--- config.mk ---
export PLATFORM = sky130hd
export DESIGN_NAME = fpr_cdb_arbiter
export DESIGN_NICKNAME = d
export VERILOG_FILES = /design/src/rtl/fpr_cdb_arbiter.sv
export SDC_FILE = /design/constraint.sdc
export NUM_CORES = 1
export LEC_CHECK = 0
export ABC_AREA = 1
export CORE_MARGIN = 4
export CORE_UTILIZATION = 31
export DETAILED_ROUTE_END_ITERATION = 12
export MAX_ROUTING_LAYER = met4
export PLACE_DENSITY = 0.84
export SYNTH_ARGS = -nofsm -noshare
export SYNTH_HDL_FRONTEND = slang
export SYNTH_SLANG_ARGS = --single-unit
--- constraint.sdc ---
create_clock -name clk -period 2.55 [get_ports clk]
set_clock_uncertainty 0.15 [all_clocks]
set_input_delay 0.6375 -clock clk [delete_from_list [all_inputs] [get_ports clk]]
set_output_delay 0.6375 -clock clk [all_outputs]
set_load 0.02 [all_outputs]
--- src/rtl/fpr_cdb_arbiter.sv ---
// fpr_cdb_arbiter: grants at most one FPR-producing unit per cycle and
// reserves the CDB slot that the unit's fixed-latency core will fill.
// The reserved slot later broadcasts the tag and data on the FPR CDB.
//
// Ports:
//   clk, reset   clock, synchronous active-high reset
//   req_valid    per-unit request (oldest ready entry)
//   req_ready    one-hot grant, combinational from req_valid and state
//   req_tag      per-unit ROB tag of the entry being dispatched
//   unit_result  per-unit core output, valid LAT[u] cycles after grant
//   cdb_valid    CDB broadcast valid
//   cdb_tag      CDB broadcast ROB tag
//   cdb_data     CDB broadcast result
module fpr_cdb_arbiter #(
  parameter int N_UNIT    = 4,
  parameter int ROB_WIDTH = 4,
  parameter int MAX_LAT   = 4,
  parameter int LAT [N_UNIT] = '{1, 2, 3, 4}
) (
  input  logic                             clk,
  input  logic                             reset,
  input  logic [N_UNIT-1:0]                req_valid,
  output logic [N_UNIT-1:0]                req_ready,
  input  logic [N_UNIT-1:0][ROB_WIDTH-1:0] req_tag,
  input  logic [N_UNIT-1:0][31:0]          unit_result,
  output logic                             cdb_valid,
  output logic [ROB_WIDTH-1:0]             cdb_tag,
  output logic [31:0]                      cdb_data
);

  localparam int UW = (N_UNIT > 1) ? $clog2(N_UNIT) : 1;
  localparam int SW = (MAX_LAT > 1) ? $clog2(MAX_LAT) : 1;

  typedef struct packed {
    logic                 valid;
    logic [ROB_WIDTH-1:0] tag;
    logic [UW-1:0]        src;
  } slot_t;

  // slot[k] is the CDB broadcast k cycles from now
  slot_t slot [MAX_LAT];

  logic [UW-1:0]     rr_ptr;
  logic [UW-1:0]     win;
  logic [UW-1:0]     idx;
  logic              found;
  logic [N_UNIT-1:0] elig;
  logic [SW-1:0]     wr_idx;

  // A unit may go only if the slot it will land in (after this edge's shift)
  // is free. slot[LAT[u]] shifts into slot[LAT[u]-1]; the deepest latency
  // always writes the freshly emptied top slot, so it never conflicts.
  for (genvar u = 0; u < N_UNIT; u++) begin : g_elig
    if (LAT[u] >= MAX_LAT) begin : g_top
      assign elig[u] = req_valid[u] & ~reset;
    end else begin : g_mid
      assign elig[u] = req_valid[u] & ~reset & ~slot[LAT[u]].valid;
    end
  end

  // Round-robin scan starting at rr_ptr
  always_comb begin
    found     = 1'b0;
    win       = '0;
    idx       = '0;
    wr_idx    = '0;
    req_ready = '0;
    for (int i = 0; i < N_UNIT; i++) begin
      idx = UW'((int'(rr_ptr) + i) % N_UNIT);
      if (!found && elig[idx]) begin
        found = 1'b1;
        win   = idx;
      end
    end
    if (found) begin
      req_ready[win] = 1'b1;
      for (int u = 0; u < N_UNIT; u++)
        if (win == UW'(u)) wr_idx = SW'(LAT[u] - 1);
    end
  end

  always_ff @(posedge clk) begin
    if (reset) begin
      for (int k = 0; k < MAX_LAT; k++) slot[k] <= '0;
      rr_ptr <= '0;
    end else begin
      for (int k = 0; k < MAX_LAT - 1; k++) slot[k] <= slot[k+1];
      slot[MAX_LAT-1] <= '0;
      // Overrides the shift into wr_idx; eligibility guarantees it was empty
      if (found) begin
        slot[wr_idx] <= '{valid: 1'b1, tag: req_tag[win], src: win};
        rr_ptr       <= UW'((int'(win) + 1) % N_UNIT);
      end
    end
  end

  assign cdb_valid = slot[0].valid;
  assign cdb_tag   = slot[0].tag;
  assign cdb_data  = unit_result[slot[0].src];

endmodule

==> qor.csv, run 1 <==
metric;value;unit
outcome;finished, violations left;
violated checks;negative setup slack;
DRC violation count after routing;0;
max-cap violations;0;
total of fill cells in the finished design;659;
die height;97.4;µm
wire length of the first global-routing pass;17400;µm
final worst path period share;112;%
wire length per cell;15.3;µm
count of TritonRoute iterations in the first routing pass;5;
Slew @ Worst Pin;285;ps
net count of the finished layout;781;
number of instances in the synthesized netlist;419;
die area;0.00948;mm²
cell with the largest stage delay on the worst path;nor2_4;
final standard cell area without fillers;0.00510;mm²
delay of the slowest cell on the worst path;150;ps
cell depth of the worst flop-to-flop path;18;
number of distinct library cells after synthesis;27;
placer congestion estimate;0.990;
required time at the endpoint of the critical path;1760;ps
CTS Hold Buffers Added;0;
number of placement rows;32;
via count;3664;
vias in the first global route;3558;
count of boundary I/O pins;191;
total core area;0.00773;mm²
number of register bits inferred by synthesis;30;
final number of max-transition violations;0;
CTS sink cnt;30;
Post-Layout Cell Count;731;
clock latency on the worst-skew pair;280;ps
Cell Pwr Density;1150;mW/mm²
number of placed instances with taps included;716;
Port-buffer cells;190;
clock transition at the registers of the reported paths;70;ps
Worst Setup End Kind;output pin;
area of the mapped netlist;0.00248;mm²
number of warning messages in the yosys log;0;
crit path DAT;2070;ps
peak supply drop;1230;µV
most numerous cell on the critical path;nand3_4;
critical path peak fanout;5;
HPWL reported at the end of detailed placement;8920;µm
aggregate global-route resource usage;22.7;%
maximum number of buffers from clock root to sink;2;
final-report setup violation count;4;
remaining number of nets flagged by the antenna check after routing;0;
Avg Cell Area, Syn;5.91;µm²
antenna violations before repair;1;
critical path cell sequence;buf_12, nor2_4, nand3_4, nand2_4, nand2_2, nand2_2, nand2_4, nand3_4, nand3_4, nand2_8, inv_8, ha_4, inv_2, nor2_4, buf_4;
residual overflow from global routing;0;
width of the die;97.4;µm
placed instance area;0.00489;mm²
Min-Delay Path Class;reg2reg;
Hold Path Depth;2;
starting density of the core;32.0;%
leakage power figure;2.21;nW
total CTS buffers;5;
DR iter-0 viols;122;
Fmax;350;MHz
number of failing hold endpoints at the final stage;0;
pin count of the biggest net entering global routing;65;
post-layout worst setup margin;-303;ps
commonest cells after routing, fill and taps aside;149 x clkdlybuf4s50_1, 80 x nor2_1, 68 x o21ai_0, 58 x nand2_1, 33 x buf_4;
Area Overhead vs Synth;106;%
Worst slew margin;80.9;%
drt total wl;11200;µm
clock root cell;clkbuf_8;
setup repair after global routing missed its margin;yes;
CTS tree;built;
sequential cell area fraction in the yosys report;24.3;%
Post-Syn Nets;573;
layout cells sized above 1;18.8;%
min Tclk post-route;2850;ps
crit path launch type;input pin;
most common cell after layout, fill and taps aside;clkdlybuf4s50_1;
vias per std cell;5.01;
H-tree Lvls;2;
worst setup path category;in2out;
-- area by class of cell --
class / count / area [µm²] / share of cell area (%)
diodes: 1 / 2.50 / 0.0491
inverters: 38 / 189 / 3.71
well taps: 102 / 128 / 2.50
multi-input cells: 323 / 1860 / 36.5
clock inverters: 2 / 12.5 / 0.246
flip-flops and latches: 30 / 603 / 11.8
repair buffers: 229 / 2220 / 43.5
clock buffers: 6 / 82.6 / 1.62
-- layer usage --
layer | global-route usage [%] | part of all wire [%] | up-vias | routed length (µm)
met4 | 7.45 | 3.0 | 0 | 341
li1 | - | - | 1808 | -
met1 | 24.6 | 39 | 1684 | 4350
met3 | 3.73 | 5.8 | 22 | 649
met2 | 41.8 | 52 | 150 | 5860
met5 | - | 0 | - | 0
-- registers in the layout, indices dropped and copies added (netlist names) --
name	flops
rr_ptr	2
slot	28
-- critical path: cells and delay by family --
family / cells / cell delay [ps]
adders and majority gates: 1 / 150
buffers and inverters: 4 / 370
and+or+nand+nor: 10 / 900
-- power breakdown --
part,internal (mW),switching (mW),leakage (nW)
Combinational,2.02,2.73,1.92
Sequential,0.639,0.0670,0.248
Clock,0.217,0.186,0.0472
-- cell families after synthesis --
| logic type | after synthesis | synth area share (%) |
|---|---|---|
| simple gates | 214 | 38.9 |
| fa+ha+maj | 4 | 2.02 |
| buf+inv | 66 | 11.9 |
| compound gates | 105 | 22.9 |
| flops | 30 | 24.3 |
-- metrics by stage --
stage / TNS [ps] / power, mW / hold WS (ps) / util, % / worst slack [ps]
finish: -1110 / 5.85 / 273 / 65.9 / -303
global route: -2270 / 6.31 / 288 / 65.9 / -388
floorplan: -51.5 / 3.46 / 254 / - / -19.8
detailed placement: -31150 / 5.27 / 259 / 63.3 / -1240
global placement: -29100 / 5.14 / 261 / 63.3 / -1200
CTS: -1180 / 5.64 / 274 / 64.9 / -306
-- cells in the mapped netlist --
cell type	count	area share [%]
o22ai_1	32	8.1
inv_1	33	5.0
nor2_4	2	0.91
nand3_1	30	6.1
nand2_1	72	11
a21oi_1	3	0.61
nand4_4	1	0.86
inv_4	1	0.25
buf_4	4	1.2
dfxtp_1	30	24
nand2_4	2	0.91
nand3_2	5	2.0
inv_2	2	0.30
ha_1	4	2.0
clkinv_1	1	0.15
nand4_2	1	0.51
o21ai_1	1	0.20
nand2_2	7	1.8
o21ai_0	68	14
inv_6	1	0.35
nor2_1	87	13
nand4_1	7	1.8
buf_1	2	0.30
a21o_1	1	0.30
buf_6	3	1.4
buf_2	1	0.20
clkbuf_1	18	2.7
-- worst paths after layout --
kind | from | endpoint | slack [ps]
setup reg to reg | rr_ptr[0] | slot[1][3] | 10
hold / removal | slot[3][1] | slot[2][1] | 270
hold reg to reg | slot[3][1] | slot[2][1] | 270
setup / recovery | reset | req_ready[1] | -300
-- repair_timing --
action	CTS	global route
buffers inserted	3	4
pin swaps	21	12
setup endpoints to repair	65	28
gates resized for setup	91	17
Power figures use the tool's default switching activity.
==> run 2, diff against run 1 <==
--- a/config.mk
+++ b/config.mk
@@ -11,6 +11,7 @@
 export DETAILED_ROUTE_END_ITERATION = 12
 export MAX_ROUTING_LAYER = met4
 export PLACE_DENSITY = 0.84
+export RECOVER_POWER = 50
 export SYNTH_ARGS = -nofsm -noshare
 export SYNTH_HDL_FRONTEND = slang
 export SYNTH_SLANG_ARGS = --single-unit
==> run 2 against run 1 <==
The flow still finishes with violations (negative setup slack). Cell count stayed put. Sequential share of layout area hardly changed. Total power is 0.91% lower. Non-clock buffer count stayed put. Clock-buffer cell count stayed put. Critical path depth is 1 lower. Sequential power hardly changed. Wire length hardly changed. Die area stayed put.
==> qor.csv, run 2 (synthesis results as in run 1) <==
metric;value;unit
worst hold slack across all endpoints;275;ps
final number of max-transition violations;0;
reg-to-reg setup timing slack;-90;ps
clock transition at the registers of the reported paths;70;ps
remaining number of nets flagged by the antenna check after routing;0;
count of boundary I/O pins;191;
overall power after layout;5.80;mW
Place WS;-1240;ps
commonest cells after routing, fill and taps aside;149 x clkdlybuf4s50_1, 80 x nor2_1, 68 x o21ai_0, 59 x nand2_1, 33 x buf_4;
width of the die;97.4;µm
critical path peak fanout;9;
timing startpoint of the critical path;rr_ptr[0];
setup repair after global routing missed its margin;yes;
worst reg2reg path startpoint;rr_ptr[0];
HPWL reported at the end of detailed placement;8920;µm
wire length of the first global-routing pass;17400;µm
number of placement rows;32;
final standard cell area without fillers;0.00508;mm²
CTS Hold Buffers Added;0;
DR iter-0 viols;141;
cell depth of the worst flop-to-flop path;18;
post-layout worst setup margin;-308;ps
crit path launch type;flip-flop;
layout cells sized above 1;18.5;%
end of the worst register-to-register path;slot[1][3];
Hold Path Depth;2;
Area Overhead vs Synth;105;%
worst setup path category;reg2out;
crit path DAT;2070;ps
registers with the most flip-flops;slot (28), rr_ptr (2);
DRC violation count after routing;0;
net count of the finished layout;781;
count of TritonRoute iterations in the first routing pass;4;
Worst Setup End Kind;output pin;
final-report setup violation count;8;
aggregate global-route resource usage;22.7;%
max FFs per register;28;
CTS tree;built;
via count;3668;
clock root cell;clkbuf_8;
total negative slack;-1330;ps
Slew @ Worst Pin;279;ps
max-cap violations;0;
Post-Layout Cell Count;731;
final core utilization;65.8;%
H-tree Lvls;2;
residual overflow from global routing;0;
starting density of the core;32.0;%
Min-Delay Path Class;reg2reg;
min Tclk post-route;2860;ps
hold path startpoint;slot[3][1];
die height;97.4;µm
number of failing hold endpoints at the final stage;0;
die area;0.00948;mm²
wire length per cell;15.3;µm
leakage power figure;2.20;nW
outcome;finished, violations left;
Min-Delay Endpoint;slot[2][1];
total CTS buffers;5;
violated checks;negative setup slack;
clock latency on the worst-skew pair;280;ps
Fmax;350;MHz
drt total wl;11200;µm
most common cell after layout, fill and taps aside;clkdlybuf4s50_1;
antenna violations before repair;1;
maximum number of buffers from clock root to sink;2;
final worst path period share;112;%
vias per std cell;5.02;
peak supply drop;1240;µV
pin count of the biggest net entering global routing;65;
Worst slew margin;81.3;%
placer congestion estimate;0.990;
number of placed instances with taps included;716;
required time at the endpoint of the critical path;1760;ps
vias in the first global route;3558;
Port-buffer cells;190;
Cell Pwr Density;1140;mW/mm²
Biggest register;slot;
CTS sink cnt;30;
total core area;0.00773;mm²
placed instance area;0.00489;mm²
==> run 2: power by group <==
part / leakage [nW] / internal (mW) / switching [mW] / total (mW)
clock: 0.0472 / 0.217 / 0.188 / 0.405
combinational: 1.91 / 1.99 / 2.69 / 4.69
sequential: 0.248 / 0.639 / 0.0669 / 0.706
total: 2.20 / 2.85 / 2.95 / 5.80
==> run 2: critical path: stages (launching register included) <==
cell      delay (ps)
dfxtp_2          340
buf_12           140
clkinv_8          80
nand2_2          100
nand2_4           70
buf_4            130
a21o_1           180
nand3_4           90
nand3_4          100
nand2_8          120
inv_8             40
ha_4             150
inv_2             60
nor2_4            30
buf_4            140
==> run 2: layer usage <==
metal  routed length (µm)  vias up  track usage (%)
li1                     -     1809                -
met1                 4360     1684             24.6
met2                 5820      148             41.8
met3                  656       27             3.73
met4                  377        0             7.45
met5                    0        -                -
==> run 2: timing repair <==
action,CTS,global route
resized for setup,91,17
buffers inserted,3,4
pin swaps,21,12
endpoints found under the setup margin,65,28
==> run 2: worst max-delay path by stage <==
stage	end	depth (start not counted)	slack, ps
detailed placement	req_ready[3]	14	-1240
floorplan	req_ready[1]	12	-20
global route	req_ready[1]	15	-390
CTS	req_ready[0]	15	-310
finish	req_ready[1]	14	-310
global placement	req_ready[3]	14	-1200
==> run 2: final cells by class <==
type / count / area [µm²]
timing repair buffer: 229 / 2220
inverter: 38 / 189
tap: 102 / 128
sequential: 30 / 603
clock inverter: 2 / 12.5
fill: 663 / 2650
multi-input combinational: 323 / 1850
antenna: 1 / 2.50
clock buffer: 6 / 82.6
